## src/rtl/divmmc_spi_if.sv

```systemverilog
// divmmc_spi_if: CPU port strobes plus SPI pins of the DivMMC SPI host
interface divmmc_spi_if #(parameter int CSW = 2);
  logic ce, wr, rd, csWr, busy, spiCk, spiMosi, spiMiso;
  logic [7:0] d, q;
  logic [CSW-1:0] spiCs;
  modport master (output ce, wr, rd, csWr, d, spiMiso, input q, busy, spiCs, spiCk, spiMosi);
  modport slave (input ce, wr, rd, csWr, d, spiMiso, output q, busy, spiCs, spiCk, spiMosi);
endinterface

```

## src/rtl/divmmc_spi.sv

```systemverilog
// divmmc_spi: SPI mode-0 byte host for the DivMMC data and chip-select ports
module divmmc_spi #(parameter int CSW = 2) (
  input logic clock,
  input logic reset,
  divmmc_spi_if.slave bus
);
  localparam logic [0:0] IDLE = 1'b0, XFER = 1'b1;
  logic [0:0] state_q, state_d;
  logic [7:0] tx_q, tx_d, rx_q, rx_d, q_q, q_d, byte_s;
  logic [3:0] cnt_q, cnt_d;
  logic [CSW-1:0] cs_q, cs_d;
  logic ck_q, ck_d, mosi_q, mosi_d, start, step;
  assign start = state_q == IDLE && (bus.wr || bus.rd);
  assign step = state_q == XFER && bus.ce;
  assign byte_s = bus.wr ? bus.d : 8'hFF;
  always_comb begin
    state_d = state_q;
    tx_d = tx_q;
    rx_d = rx_q;
    q_d = q_q;
    cnt_d = cnt_q;
    ck_d = ck_q;
    mosi_d = mosi_q;
    cs_d = bus.csWr ? bus.d[CSW-1:0] : cs_q;
    if (start) begin
      tx_d = byte_s;
      mosi_d = byte_s[7];
      cnt_d = '0;
      state_d = XFER;
    end else if (step) begin
      cnt_d = cnt_q + 4'd1;
      ck_d = !cnt_q[0];
      if (!cnt_q[0]) rx_d = {rx_q[6:0], bus.spiMiso};
      else begin
        tx_d = {tx_q[6:0], 1'b1};
        mosi_d = tx_q[6];
      end
      if (cnt_q == 4'hF) begin
        q_d = rx_q;
        state_d = IDLE;
      end
    end
  end
  always_ff @(posedge clock) begin
    if (reset) begin
      state_q <= IDLE;
      tx_q <= 8'hFF;
      rx_q <= 8'h00;
      q_q <= 8'hFF;
      cnt_q <= '0;
      cs_q <= '1;
      ck_q <= 1'b0;
      mosi_q <= 1'b1;
    end else begin
      state_q <= state_d;
      tx_q <= tx_d;
      rx_q <= rx_d;
      q_q <= q_d;
      cnt_q <= cnt_d;
      cs_q <= cs_d;
      ck_q <= ck_d;
      mosi_q <= mosi_d;
    end
  end
  assign bus.q = q_q;
  assign bus.busy = state_q == XFER;
  assign bus.spiCs = cs_q;
  assign bus.spiCk = ck_q;
  assign bus.spiMosi = mosi_q;
endmodule

```

## src/flat_wrapper.sv

```systemverilog
// flat-port wrapper written by rule: the top's interface ports become plain ports
module divmmc_spi_flat 
#(parameter int CSW = 2)
  (clock, reset, bus_ce, bus_wr, bus_rd, bus_csWr, bus_d, bus_spiMiso, bus_q, bus_busy, bus_spiCs, bus_spiCk, bus_spiMosi);
  divmmc_spi_if #(.CSW(CSW)) bus_i ();
  input logic clock;
  input logic reset;
  input wire logic [$bits(bus_i.ce)-1:0] bus_ce;
  input wire logic [$bits(bus_i.wr)-1:0] bus_wr;
  input wire logic [$bits(bus_i.rd)-1:0] bus_rd;
  input wire logic [$bits(bus_i.csWr)-1:0] bus_csWr;
  input wire logic [$bits(bus_i.d)-1:0] bus_d;
  input wire logic [$bits(bus_i.spiMiso)-1:0] bus_spiMiso;
  output wire logic [$bits(bus_i.q)-1:0] bus_q;
  output wire logic [$bits(bus_i.busy)-1:0] bus_busy;
  output wire logic [$bits(bus_i.spiCs)-1:0] bus_spiCs;
  output wire logic [$bits(bus_i.spiCk)-1:0] bus_spiCk;
  output wire logic [$bits(bus_i.spiMosi)-1:0] bus_spiMosi;
  assign bus_i.ce = bus_ce;
  assign bus_i.wr = bus_wr;
  assign bus_i.rd = bus_rd;
  assign bus_i.csWr = bus_csWr;
  assign bus_i.d = bus_d;
  assign bus_i.spiMiso = bus_spiMiso;
  assign bus_q = bus_i.q;
  assign bus_busy = bus_i.busy;
  assign bus_spiCs = bus_i.spiCs;
  assign bus_spiCk = bus_i.spiCk;
  assign bus_spiMosi = bus_i.spiMosi;
  divmmc_spi #(.CSW(CSW)) u_core (.clock(clock), .reset(reset), .bus(bus_i));
endmodule
```

## config.mk

```make
export PLATFORM = sky130hd
export DESIGN_NAME = divmmc_spi_flat
export DESIGN_NICKNAME = d
export VERILOG_FILES = /design/src/rtl/divmmc_spi_if.sv /design/src/rtl/divmmc_spi.sv /design/src/flat_wrapper.sv
export SDC_FILE = /design/constraint.sdc
export NUM_CORES = 1
export LEC_CHECK = 0
export ABC_AREA = 1
export CAP_MARGIN = 10
export CORE_ASPECT_RATIO = 0.7
export CORE_MARGIN = 2
export CORE_UTILIZATION = 44
export CTS_CLUSTER_DIAMETER = 150
export DETAILED_ROUTE_END_ITERATION = 6
export PLACE_DENSITY_LB_ADDON = 0.1
export SLEW_MARGIN = 10
export SYNTH_ARGS = -nofsm -noshare
export SYNTH_HDL_FRONTEND = slang
export SYNTH_SLANG_ARGS = --single-unit
```

## constraint.sdc

```tcl
create_clock -name clock -period 1.2 [get_ports clock]
set_clock_uncertainty 0.05 [all_clocks]
set_input_delay 0.12 -clock clock [delete_from_list [all_inputs] [get_ports clock]]
set_output_delay 0.12 -clock clock [all_outputs]
set_load 0.01 [all_outputs]
```

* After elaboration in Yosys (flattened, before gate mapping)
Cells that the tools add are included.
** Cells by class
- Add/sub/neg operators :: 1
- Equality and inequality tests :: 1
- Multiplexer cells :: 10
- Bitwise gates (word level) :: 3
- Reductions and logical operators :: 13
** Operators with widths (count)
- two-way mux 7 bit :: 3
- two-way mux 8 bit :: 1
- two-way mux 1 bit :: 6
- AND reduction 2 bit :: 3
- AND reduction 3 bit :: 2
- nonzero test 2 bit :: 3
- adder 4 x 1 -> 4 bit (second input constant) :: 1
- equality test 4 bit (second input constant) :: 1
- NOT 1 bit :: 3
- logical AND 1 bit :: 2
- OR reduction 2 bit :: 1
- logical NOT 1 bit :: 1
- logical OR 1 bit :: 1
** Storage, ports and cells
- Bits in registers :: 32
- Input port bits :: 15
- Word-level logic and storage cells :: 36

* Longest topological paths before layout
Gate-level depths: netlist of run 1.
- Depth in word-level cells :: 4
- Mapped depth :: 7
- Gate-level depth less buffers :: 7

* Worst setup path after synthesis of run 1
OpenSTA, ideal clock, no wires.
- Path type :: register to register
- From :: reg u_core.cnt_q[0]
- To :: reg u_core.q_q[0], in the netlist u_core.bus.q[0]
- Library setup time :: 0.134 ns
- Arrival time :: 1.016 ns
- Required time :: 1.016 ns
- Slack :: 0.000 ns
- Stages on the path, launching flop included :: 8
- Path through :: dfxtp_1 ha_1 inv_1 nor2_2 nand2_2 clkinv_2 nand2_1 nand3_1
** On the way
- Longest elaborated chain between the ends :: 2
** RTL lines
- from (decl) :: line divmmc_spi.sv:10 : logic [3:0] cnt_q, cnt_d;
- from (signal assigned) :: line divmmc_spi.sv:59 : cnt_q <= cnt_d;
- equality test 4 bit :: line divmmc_spi.sv:38 : if (cnt_q == 4'hF) begin
- AND reduction 3 bit (no source line)
- to (signal assigned) :: line divmmc_spi.sv:58 : q_q <= q_d;
- to (decl) :: line divmmc_spi.sv:9 : logic [7:0] tx_q, tx_d, rx_q, rx_d, q_q, q_d, byte_s;
No other way between the ends.
A chain may end at the register's enable or synchronous reset.

* Final worst setup path of run 1
- From :: reg u_core.cnt_q[1]
- To :: reg u_core.q_q[3], in the netlist u_core.bus.q[3]
Same word-level chain as after synthesis.

==> summary.txt, run 1 <==
Worst setup path
  • Max incr delay on CP: 0.35 ns
  • Critical path class: reg -> reg
  • CP arrival: 1.24 ns
  • Worst r2r dst: u_core.bus.q[3]
  • Worst-path fanout max: 5
  • Critical path's top delay family: simple AND/OR/NAND/NOR gates
  • Worst EP required: 1.31 ns
  • CP Launch Type: register
  • Buffer and inverter count on the worst path: 1
  • FF-to-FF setup slack: 0.06 ns
  • Register-to-Register Path Depth: 6
  • Reg2reg start: u_core.cnt_q[1]
  • Worst path cell trace: ha_2, inv_2, nor2_4, nand2_4, nand2_1, nand3_1
  • Max stage delay cell, worst path: dfxtp_1
  • Worst setup EP type: register

Floorplan
  • Ports: 28
  • Full die area: 0.00351 mm2
  • Num rows: 16
  • Initial Util: 0.471
  • Die W: 69.9 um
  • Core Region: 0.00284 mm2
  • Die Y: 50.2 um

Final layout
  • Number of diodes: 0
  • Multi-input logic area: 641 um2
  • Register Area: 646 um2
  • # nets final: 246
  • Share of cells above drive strength 1: 0.182
  • Most frequent cells in the layout: nand2_1, dfxtp_1, nand3_1
  • Post-Layout Inst Area: 0.00186 mm2
  • Finished Core Util: 0.654
  • Commonest non-fill, non-tap cell in the layout: nand2_1
  • Non-filler instance count after layout: 267
  • Fillers: 248
  • Area Overhead vs Synth: 38.9%

Route
  • Remaining DRCs: 0
  • Drt pass-1 iters: 4
  • 1st-iter DRT viols: 71
  • Aggregate routed wire length: 2890 um
  • Vias per cell: 4.83
  • Antenna viol nets, final: 0
  • Vias: 1290
  • WL/cell: 10.8 um

Clock network
  • Clk sinks: 32
  • Worst-path clk slew: 0.07 ns
  • Clk root buf: clkbuf_8
  • CTS Buf Count: 5
  • Number of hold buffers added after cts: 0
  • Maximum root-to-sink buffer count: 2
  • CTS tree: yes
  • Post-CTS Setup Bufs: 0
  • Worst-Skew Late Latency: 0.28 ns
  • H-tree depth: 2

Worst hold path
  • Hold_sp: bus_ce
  • Hold endpoint: u_core.bus.spiCk
  • Hold Crit Depth: 4
  • Hold Path Class: in -> reg

Global route
  • Initial antenna violation count: 0
  • Vias in the first global route: 1153
  • Largest net degree at the start of global routing: 17
  • GRT overflow: 0
  • Tot GR Track Use: 0.178
  • First-pass GRT wire length: 4880 um

Power and ir drop
  • VDD IR max: 0.000818 V
  • Leakage: 0.946 nW
  • Power Total: 2.32 mW
  • PwrDens: 1250 mW/mm2

Synthesis
  • Cell type with the largest total area after synthesis: dfxtp_1
  • Syn Nets: 202
  • Yosys warnings: 0
  • Async SR Flop Fraction: 0
  • Synth area leaders: dfxtp_1, nand2_1, nand3_1
  • Register bit total from synthesis: 32
  • Post-synth top flop: dfxtp_1
  • Post-synthesis instance area: 0.00134 mm2
  • Number of enable flip-flop cells after synthesis: 0
  • Post-synth cell types: 21
  • Synth Area per Inst: 7.20 um2
  • Post-synth top area share: 0.479
  • Cell count after synthesis: 186
  • Register area share after synthesis: 0.479

STA
  • Max_slew headroom: 0.860
  • Final period utilization: 0.946
  • Post-route minimum period: 1.14 ns
  • RSZ-0062 raised after global routing: true
  • FMAX: 880 MHz
  • Final Hold Vio Count: 0
  • Worst slew pin tran: 0.210 ns
  • Fin Hold WS: 0.301 ns
  • Final Max Slew Viols: 0
  • Finish-stage setup viols: 0

Placed design
  • Hpwl dp: 2070 um
  • PortBufs: 27
  • Placed instance count: 258
  • GPL Wtd Cong: 0.810
  • Area after DPL: 0.00173 mm2

Flow run
  • Max cap viols: 0

Status
  • Status: completed
## repair_timing
action                                  CTS  global route
gates resized for setup                  16            11
endpoints found under the setup margin   34            17
hold endpoints to repair                  0             0
cloned                                    0             1
pin swaps                                 0             2
## area by class of cell
| class | instances | share of cell area |
|---|---|---|
| sequential | 32 | 0.347 |
| multi-input combinational | 129 | 0.345 |
| timing repair buffer | 39 | 0.186 |
| inverter | 23 | 0.0491 |
| clock buffer | 8 | 0.0485 |
| tap | 36 | 0.0242 |
## worst reg2reg max path, delay by kind of cell, from the launching register on
| family | cells | cell delay [ns] |
|---|---|---|
| DFF | 1 | 0.35 |
| and+or+nand+nor | 4 | 0.38 |
| adders and majority gates | 1 | 0.20 |
| buffers and inverters | 1 | 0.04 |
## per-stage QoR
stage	setup slack [ns]	setup TNS [ns]
after floorplan	0.00967	0
after global placement	-0.204	-4.36
after detailed placement	-0.237	-5.18
after CTS	0.00487	0
after global routing	-0.0104	-0.0348
final	0.0643	0
## cell families after synthesis
kind of cell	synth area share
buf+inv	0.0794
simple gates	0.371
compound gates	0.0551
flops	0.479
fa+ha+maj	0.00934
xor+xnor	0.00654
## cell usage after synthesis, types with 2 or more instances
cell and number:
dfxtp_1 32, nand3_1 28, o21ai_0 8, nor2_1 19
inv_2 2, nand2_1 52, inv_1 19, a21oi_1 4
nand2_2 3, or2_2 7, clkbuf_1 2
## routing by layer
metal	vias up	GRT usage	wire length, um
met4	0	0.0769	50
met3	7	0.0502	202
met1	576	0.230	1420
li1	674	-	-
met2	33	0.281	1220
met5	-	0	0
## report_power, final
part	internal (mW)	switching, mW	leakage [nW]
clock network	0.467	0.366	0.0455
registers	1.12	0.0402	0.263
logic	0.161	0.167	0.637
total	1.75	0.573	0.946
## state kept, by name (all words and copies together), names as in the netlist
name                count
u_core.tx_q             7
u_core.bus.spiCk        1
u_core.bus.q            8
u_core.cnt_q            4
u_core.bus.busy         1
u_core.bus.spiMosi      1
u_core.rx_q             8
u_core.bus.spiCs        2
## how the worst max path moves through the flow
| stage | startpoint | to | cells past startpoint |
|---|---|---|---|
| final | u_core.cnt_q[1] | u_core.bus.q[3] | 6 |
| after global routing | u_core.bus.busy | u_core.tx_q[6] | 5 |
| after CTS | u_core.cnt_q[0] | u_core.cnt_q[3] | 6 |
| after detailed placement | bus_ce | u_core.bus.q[0] | 7 |
| after global placement | bus_ce | u_core.bus.q[3] | 7 |
| after floorplan | u_core.cnt_q[0] | u_core.bus.q[0] | 7 |
No activity file was read; power rests on OpenSTA's default activity.
==> run 2, diff against run 1 <==
--- a/config.mk
+++ b/config.mk
@@ -8,8 +8,9 @@
 export ABC_AREA = 1
 export CAP_MARGIN = 10
 export CORE_ASPECT_RATIO = 0.7
-export CORE_MARGIN = 2
-export CORE_UTILIZATION = 44
+export CORE_MARGIN = 3
+export CORE_UTILIZATION = 47
+export CTS_BUF_LIST = sky130_fd_sc_hd__clkbuf_2 sky130_fd_sc_hd__clkbuf_4 sky130_fd_sc_hd__clkbuf_8
 export CTS_CLUSTER_DIAMETER = 150
 export DETAILED_ROUTE_END_ITERATION = 6
 export PLACE_DENSITY_LB_ADDON = 0.1
==> summary.txt, run 2 (synthesis results as in run 1) <==
Worst setup path
  • Buffer and inverter count on the worst path: 1 (unchanged)
  • Critical path's top delay family: simple AND/OR/NAND/NOR gates (unchanged)
  • Max stage delay cell, worst path: dfxtp_4 (was dfxtp_1)
  • CP Launch Type: register (unchanged)
  • Reg2reg start: u_core.bus.busy (was u_core.cnt_q[1])
  • CP arrival: 1.27 ns (was 1.24 ns)
  • Worst EP required: 1.32 ns (was 1.31 ns)
  • Worst-path fanout max: 8 (was 5)
  • Worst path cell trace: inv_2, nand2_4, or2_2, nand3_1, nand2_1 (was ha_2, inv_2, nor2_4, nand2_4, nand2_1, nand3_1)
  • Max incr delay on CP: 0.38 ns (was 0.35 ns)
  • Crit path from: u_core.bus.busy (was u_core.cnt_q[1])
  • Critical path class: reg -> reg (unchanged)
  • Worst setup EP type: register (unchanged)

Final layout
  • Non-filler instance count after layout: 264 (was 267)
  • Share of cells above drive strength 1: 0.178 (was 0.182)
  • Number of diodes: 0 (unchanged)
  • Post-Layout Inst Area: 0.00187 mm2 (was 0.00186 mm2)
  • Finished Core Util: 0.722 (was 0.654)
  • Commonest non-fill, non-tap cell in the layout: nand2_1 (unchanged)
  • # nets final: 248 (was 246)
  • Area Overhead vs Synth: 39.6% (was 38.9%)
  • Most frequent cells in the layout: nand2_1, dfxtp_1, nand3_1 (unchanged)

Route
  • WL/cell: 11.4 um (was 10.8 um)
  • Antenna viol nets, final: 0 (unchanged)
  • Vias: 1260 (was 1290)
  • DR top layer: met4 (unchanged)
  • Aggregate routed wire length: 3000 um (was 2890 um)
  • Vias per cell: 4.77 (was 4.83)
  • Remaining DRCs: 0 (unchanged)
  • 1st-iter DRT viols: 70 (was 71)
  • Post-Route M1 WL: 1430 um (was 1420 um)
  • Met3 routed WL: 174 um (was 202 um)
  • Routed wl met2: 1340 um (was 1220 um)
  • Drt pass-1 iters: 4 (unchanged)

Power and ir drop
  • P_sw: 565 uW (was 573 uW)
  • VDD IR max: 0.000817 V (was 0.000818 V)
  • Gate power share: 0.157 (was 0.141)
  • Clock group share of total power: 0.323 (was 0.359)
  • PwrDens: 1200 mW/mm2 (was 1250 mW/mm2)
  • Power Total: 2.23 mW (was 2.32 mW)
  • Sw Ratio: 0.253 (was 0.247)
  • Leakage: 0.963 nW (was 0.946 nW)
  • Cell Int Power: 1.67 mW (was 1.75 mW)
  • Flop pwr share: 0.520 (was 0.500)

STA
  • Fin Hold WS: 0.289 ns (was 0.301 ns)
  • FMAX: 870 MHz (was 880 MHz)
  • Setup ws final: 0.0508 ns (was 0.0643 ns)
  • Finish-stage setup viols: 0 (unchanged)
  • Post-route minimum period: 1.15 ns (was 1.14 ns)
  • Final period utilization: 0.958 (was 0.946)
  • Worst slew pin tran: 0.255 ns (was 0.210 ns)
  • Total negative slack: 0 ns (unchanged)
  • Final Max Slew Viols: 0 (unchanged)
  • RSZ-0062 raised after global routing: true (unchanged)
  • Max_slew headroom: 0.830 (was 0.860)
  • Final Hold Vio Count: 0 (unchanged)

Placed design
  • Area after DPL: 0.00175 mm2 (was 0.00173 mm2)
  • Placed instance count: 257 (was 258)
  • Setup WS pre-CTS: -0.237 ns (about the same)
  • PortBufs: 27 (unchanged)
  • Hpwl dp: 2100 um (was 2070 um)
  • GPL Wtd Cong: 0.786 (was 0.810)

Global route
  • Initial antenna violation count: 0 (unchanged)
  • Largest net degree at the start of global routing: 21 (was 17)
  • First-pass GRT wire length: 4860 um (was 4880 um)
  • Vias in the first global route: 1177 (was 1153)
  • Tot GR Track Use: 0.177 (was 0.178)
  • GRT overflow: 0 (unchanged)

Clock network
  • Clk root buf: clkbuf_8 (unchanged)
  • Worst-Skew Late Latency: 0.28 ns (about the same)
  • Number of hold buffers added after cts: 0 (unchanged)
  • Maximum root-to-sink buffer count: 2 (unchanged)
  • H-tree depth: 2 (unchanged)
  • Clk sinks: 32 (unchanged)
  • Worst-path clk slew: 0.06 ns (was 0.07 ns)
  • CTS tree: yes (unchanged)
  • CTS Buf Count: 5 (unchanged)

Floorplan
  • Ports: 28 (unchanged)
  • Num rows: 15 (was 16)
  • Full die area: 0.00354 mm2 (was 0.00351 mm2)
  • Core Region: 0.00259 mm2 (was 0.00284 mm2)
  • Die Y: 50.7 um (was 50.2 um)
  • Initial Util: 0.517 (was 0.471)
  • Die W: 69.8 um (was 69.9 um)

Worst hold path
  • Hold_sp: bus_ce (unchanged)
  • Hold Path Class: in -> reg (unchanged)

Status
  • Status: completed (unchanged)

Flow run
  • Max cap viols: 0 (unchanged)
[run 2: worst register-to-register path, cell delays in order, from the launching register on]
cell	delay [ns]
dfxtp_4	0.38
inv_2	0.10
nand2_4	0.08
or2_2	0.28
nand3_1	0.08
nand2_1	0.07
[run 2: layout make-up]
type,count,area [um2]
Multi-Input combinational cell,129,648
Sequential cell,32,644
Timing Repair Buffer,41,374
Clock buffer,5,68.8
Tap cell,34,42.5
Inverter,23,91.3
Fill cell,211,721
[run 2: final timing paths]
kind	end	slack, ns	cells after the start
worst min register to register	u_core.bus.q[7]	0.41	2
worst min-delay path	u_core.bus.spiCk	0.29	4
worst max-delay path	u_core.tx_q[3]	0.05	5
worst max register to register	u_core.tx_q[3]	0.05	5
[run 2: what timing repair did]
action	4_1_cts	5_1_grt
gates cloned	0	1
setup buffers	0	1
setup endpoints to repair	33	18
gates resized for setup	18	9
pin swaps	0	4
[run 2: power by group through the flow]
stage	combinational, mW	clock, mW	sequential (mW)
6_report	0.350	0.722	1.16
5_1_grt	0.391	0.784	1.17
4_1_cts	0.334	0.736	1.16
3_5_place_dp	0.337	0	1.18
3_3_place_gp	0.329	0	1.18
2_1_floorplan	0.178	0	1.18
[run 2: routing by layer]
layer / GRT usage / vias to the layer above
met5: 0 / -
met1: 0.210 / 551
met2: 0.295 / 29
met3: 0.0460 / 7
li1: - / 673
met4: 0.0955 / 0
==> run 3, diff against run 2 <==
--- a/config.mk
+++ b/config.mk
@@ -7,7 +7,7 @@
 export LEC_CHECK = 0
 export ABC_AREA = 1
 export CAP_MARGIN = 10
-export CORE_ASPECT_RATIO = 0.7
+export CORE_ASPECT_RATIO = 0.75
 export CORE_MARGIN = 3
 export CORE_UTILIZATION = 47
 export CTS_BUF_LIST = sky130_fd_sc_hd__clkbuf_2 sky130_fd_sc_hd__clkbuf_4 sky130_fd_sc_hd__clkbuf_8
==> summary.txt, run 3 (synthesis results as in run 1) <==
Route
  • Aggregate routed wire length: 3140 um (was 3000 um)
  • Remaining DRCs: 0 (unchanged)
  • Drt pass-1 iters: 5 (was 4)
  • WL/cell: 11.9 um (was 11.4 um)
  • Vias: 1272 (was 1260)
  • 1st-iter DRT viols: 81 (was 70)
  • Antenna viol nets, final: 0 (unchanged)
  • Vias per cell: 4.84 (was 4.77)

STA
  • RSZ-0062 raised after global routing: false (was true)
  • Fin Hold WS: 0.246 ns (was 0.289 ns)
  • Final Hold Vio Count: 0 (unchanged)
  • Max_slew headroom: 0.854 (was 0.830)
  • Post-route minimum period: 1.15 ns (about the same)
  • FMAX: 873 MHz (was 870 MHz)
  • Worst slew pin tran: 0.218 ns (was 0.255 ns)
  • Finish-stage setup viols: 0 (unchanged)
  • Final Max Slew Viols: 0 (unchanged)
  • Final period utilization: 0.955 (was 0.958)

Worst setup path
  • Worst setup EP type: register (unchanged)
  • CP Launch Type: register (unchanged)
  • Worst-path fanout max: 7 (was 8)
  • Worst EP required: 1.32 ns (about the same)
  • CP arrival: 1.26 ns (was 1.27 ns)
  • Critical path class: reg -> reg (unchanged)

Global route
  • Largest net degree at the start of global routing: 27 (was 21)
  • First-pass GRT wire length: 5150 um (was 4860 um)
  • Initial antenna violation count: 0 (unchanged)
  • Vias in the first global route: 1234 (was 1177)
  • GRT overflow: 0 (unchanged)
  • Tot GR Track Use: 0.197 (was 0.177)

Final layout
  • Fillers: 212 (was 211)
  • Share of cells above drive strength 1: 0.172 (was 0.178)
  • Number of diodes: 0 (unchanged)
  • # nets final: 242 (was 248)
  • Area Overhead vs Synth: 39.8% (was 39.6%)
  • Register Area: 644 um2 (unchanged)
  • Most frequent cells in the layout: nand2_1, dfxtp_1, nand3_1 (unchanged)
  • Post-Layout Inst Area: 0.00187 mm2 (about the same)
  • Multi-input logic area: 638 um2 (was 648 um2)
  • Commonest non-fill, non-tap cell in the layout: nand2_1 (unchanged)

Worst hold path
  • Hold Path Class: in -> reg (unchanged)

Clock network
  • Worst-Skew Late Latency: 0.28 ns (about the same)
  • H-tree depth: 2 (unchanged)
  • CTS tree: yes (unchanged)
  • CTS Buf Count: 5 (unchanged)
  • Maximum root-to-sink buffer count: 2 (unchanged)
  • Number of hold buffers added after cts: 0 (unchanged)
  • Clk sinks: 32 (unchanged)
  • Clk root buf: clkbuf_8 (unchanged)
  • Worst-path clk slew: 0.06 ns (about the same)

Power and ir drop
  • PwrDens: 1350 mW/mm2 (was 1200 mW/mm2)
  • VDD IR max: 0.00103 V (was 0.000817 V)
  • Power Total: 2.52 mW (was 2.23 mW)
  • Leakage: 0.945 nW (was 0.963 nW)

Placed design
  • Hpwl dp: 2190 um (was 2100 um)
  • Area after DPL: 0.00171 mm2 (was 0.00175 mm2)
  • PortBufs: 27 (unchanged)
  • GPL Wtd Cong: 0.820 (was 0.786)

Floorplan
  • Core Region: 0.00266 mm2 (was 0.00259 mm2)
  • Die Y: 52.2 um (was 50.7 um)
  • Initial Util: 0.503 (was 0.517)
  • Full die area: 0.00353 mm2 (was 0.00354 mm2)
  • Num rows: 16 (was 15)
  • Die W: 67.6 um (was 69.8 um)
  • Ports: 28 (unchanged)

Flow run
  • Max cap viols: 0 (unchanged)

Status
  • Status: completed (unchanged)
[run 3: worst paths after layout]
check	to	slack, ns	cells past startpoint	startpoint
hold / removal	u_core.tx_q[0]	0.25	4	bus_wr
setup reg to reg	u_core.bus.q[7]	0.05	5	u_core.bus.busy
setup / recovery	u_core.bus.q[7]	0.05	5	u_core.bus.busy
hold reg to reg	u_core.bus.q[3]	0.42	2	u_core.bus.q[3]
[run 3: metal layers]
| layer | wire length (um) | GRT usage |
|---|---|---|
| met3 | 205 | 0.0579 |
| met5 | 0 | 0 |
| met4 | 46 | 0.0808 |
| met2 | 1500 | 0.326 |
| met1 | 1380 | 0.239 |
[run 3: repair_timing]
| action | in CTS | in global routing |
|---|---|---|
| setup buffers | 0 | 0 |
| cloned | 0 | 1 |
| pin swaps | 0 | 3 |
| endpoints found under the setup margin | 41 | 15 |
| resized for setup | 19 | 11 |
[run 3: area by class of cell]
type | count | share of cell area
Clock buffer | 6 | 0.0408
Clock inverter | 2 | 0.0187
Inverter | 23 | 0.0501
Multi-Input combinational cell | 129 | 0.341
Sequential cell | 32 | 0.344
Tap cell | 36 | 0.0241
Timing Repair Buffer | 35 | 0.181
[run 3: metrics by stage]
stage / worst slack [ns] / setup TNS, ns / utilization / std cells
floorplan: 0.00967 / 0 / - / 186
global placement: -0.194 / -4.43 / 0.643 / 254
detailed placement: -0.242 / -5.57 / 0.643 / 254
CTS: 0.0167 / 0 / 0.688 / 262
global route: 0.00316 / 0 / 0.703 / 263
finish: 0.0544 / 0 / 0.703 / 263
[run 3: power breakdown]
group          internal [mW]  switching [mW]
logic                  0.159           0.175
registers               1.12          0.0426
clock network          0.638           0.382
[run 3: worst max-delay path, cell delays in order, from the launching register on]
cell and delay (ns):
dfxtp_4 0.41, nand2_2 0.13, nor2_4 0.18, nand2_2 0.11, nand2_1 0.08, nand3_1 0.07
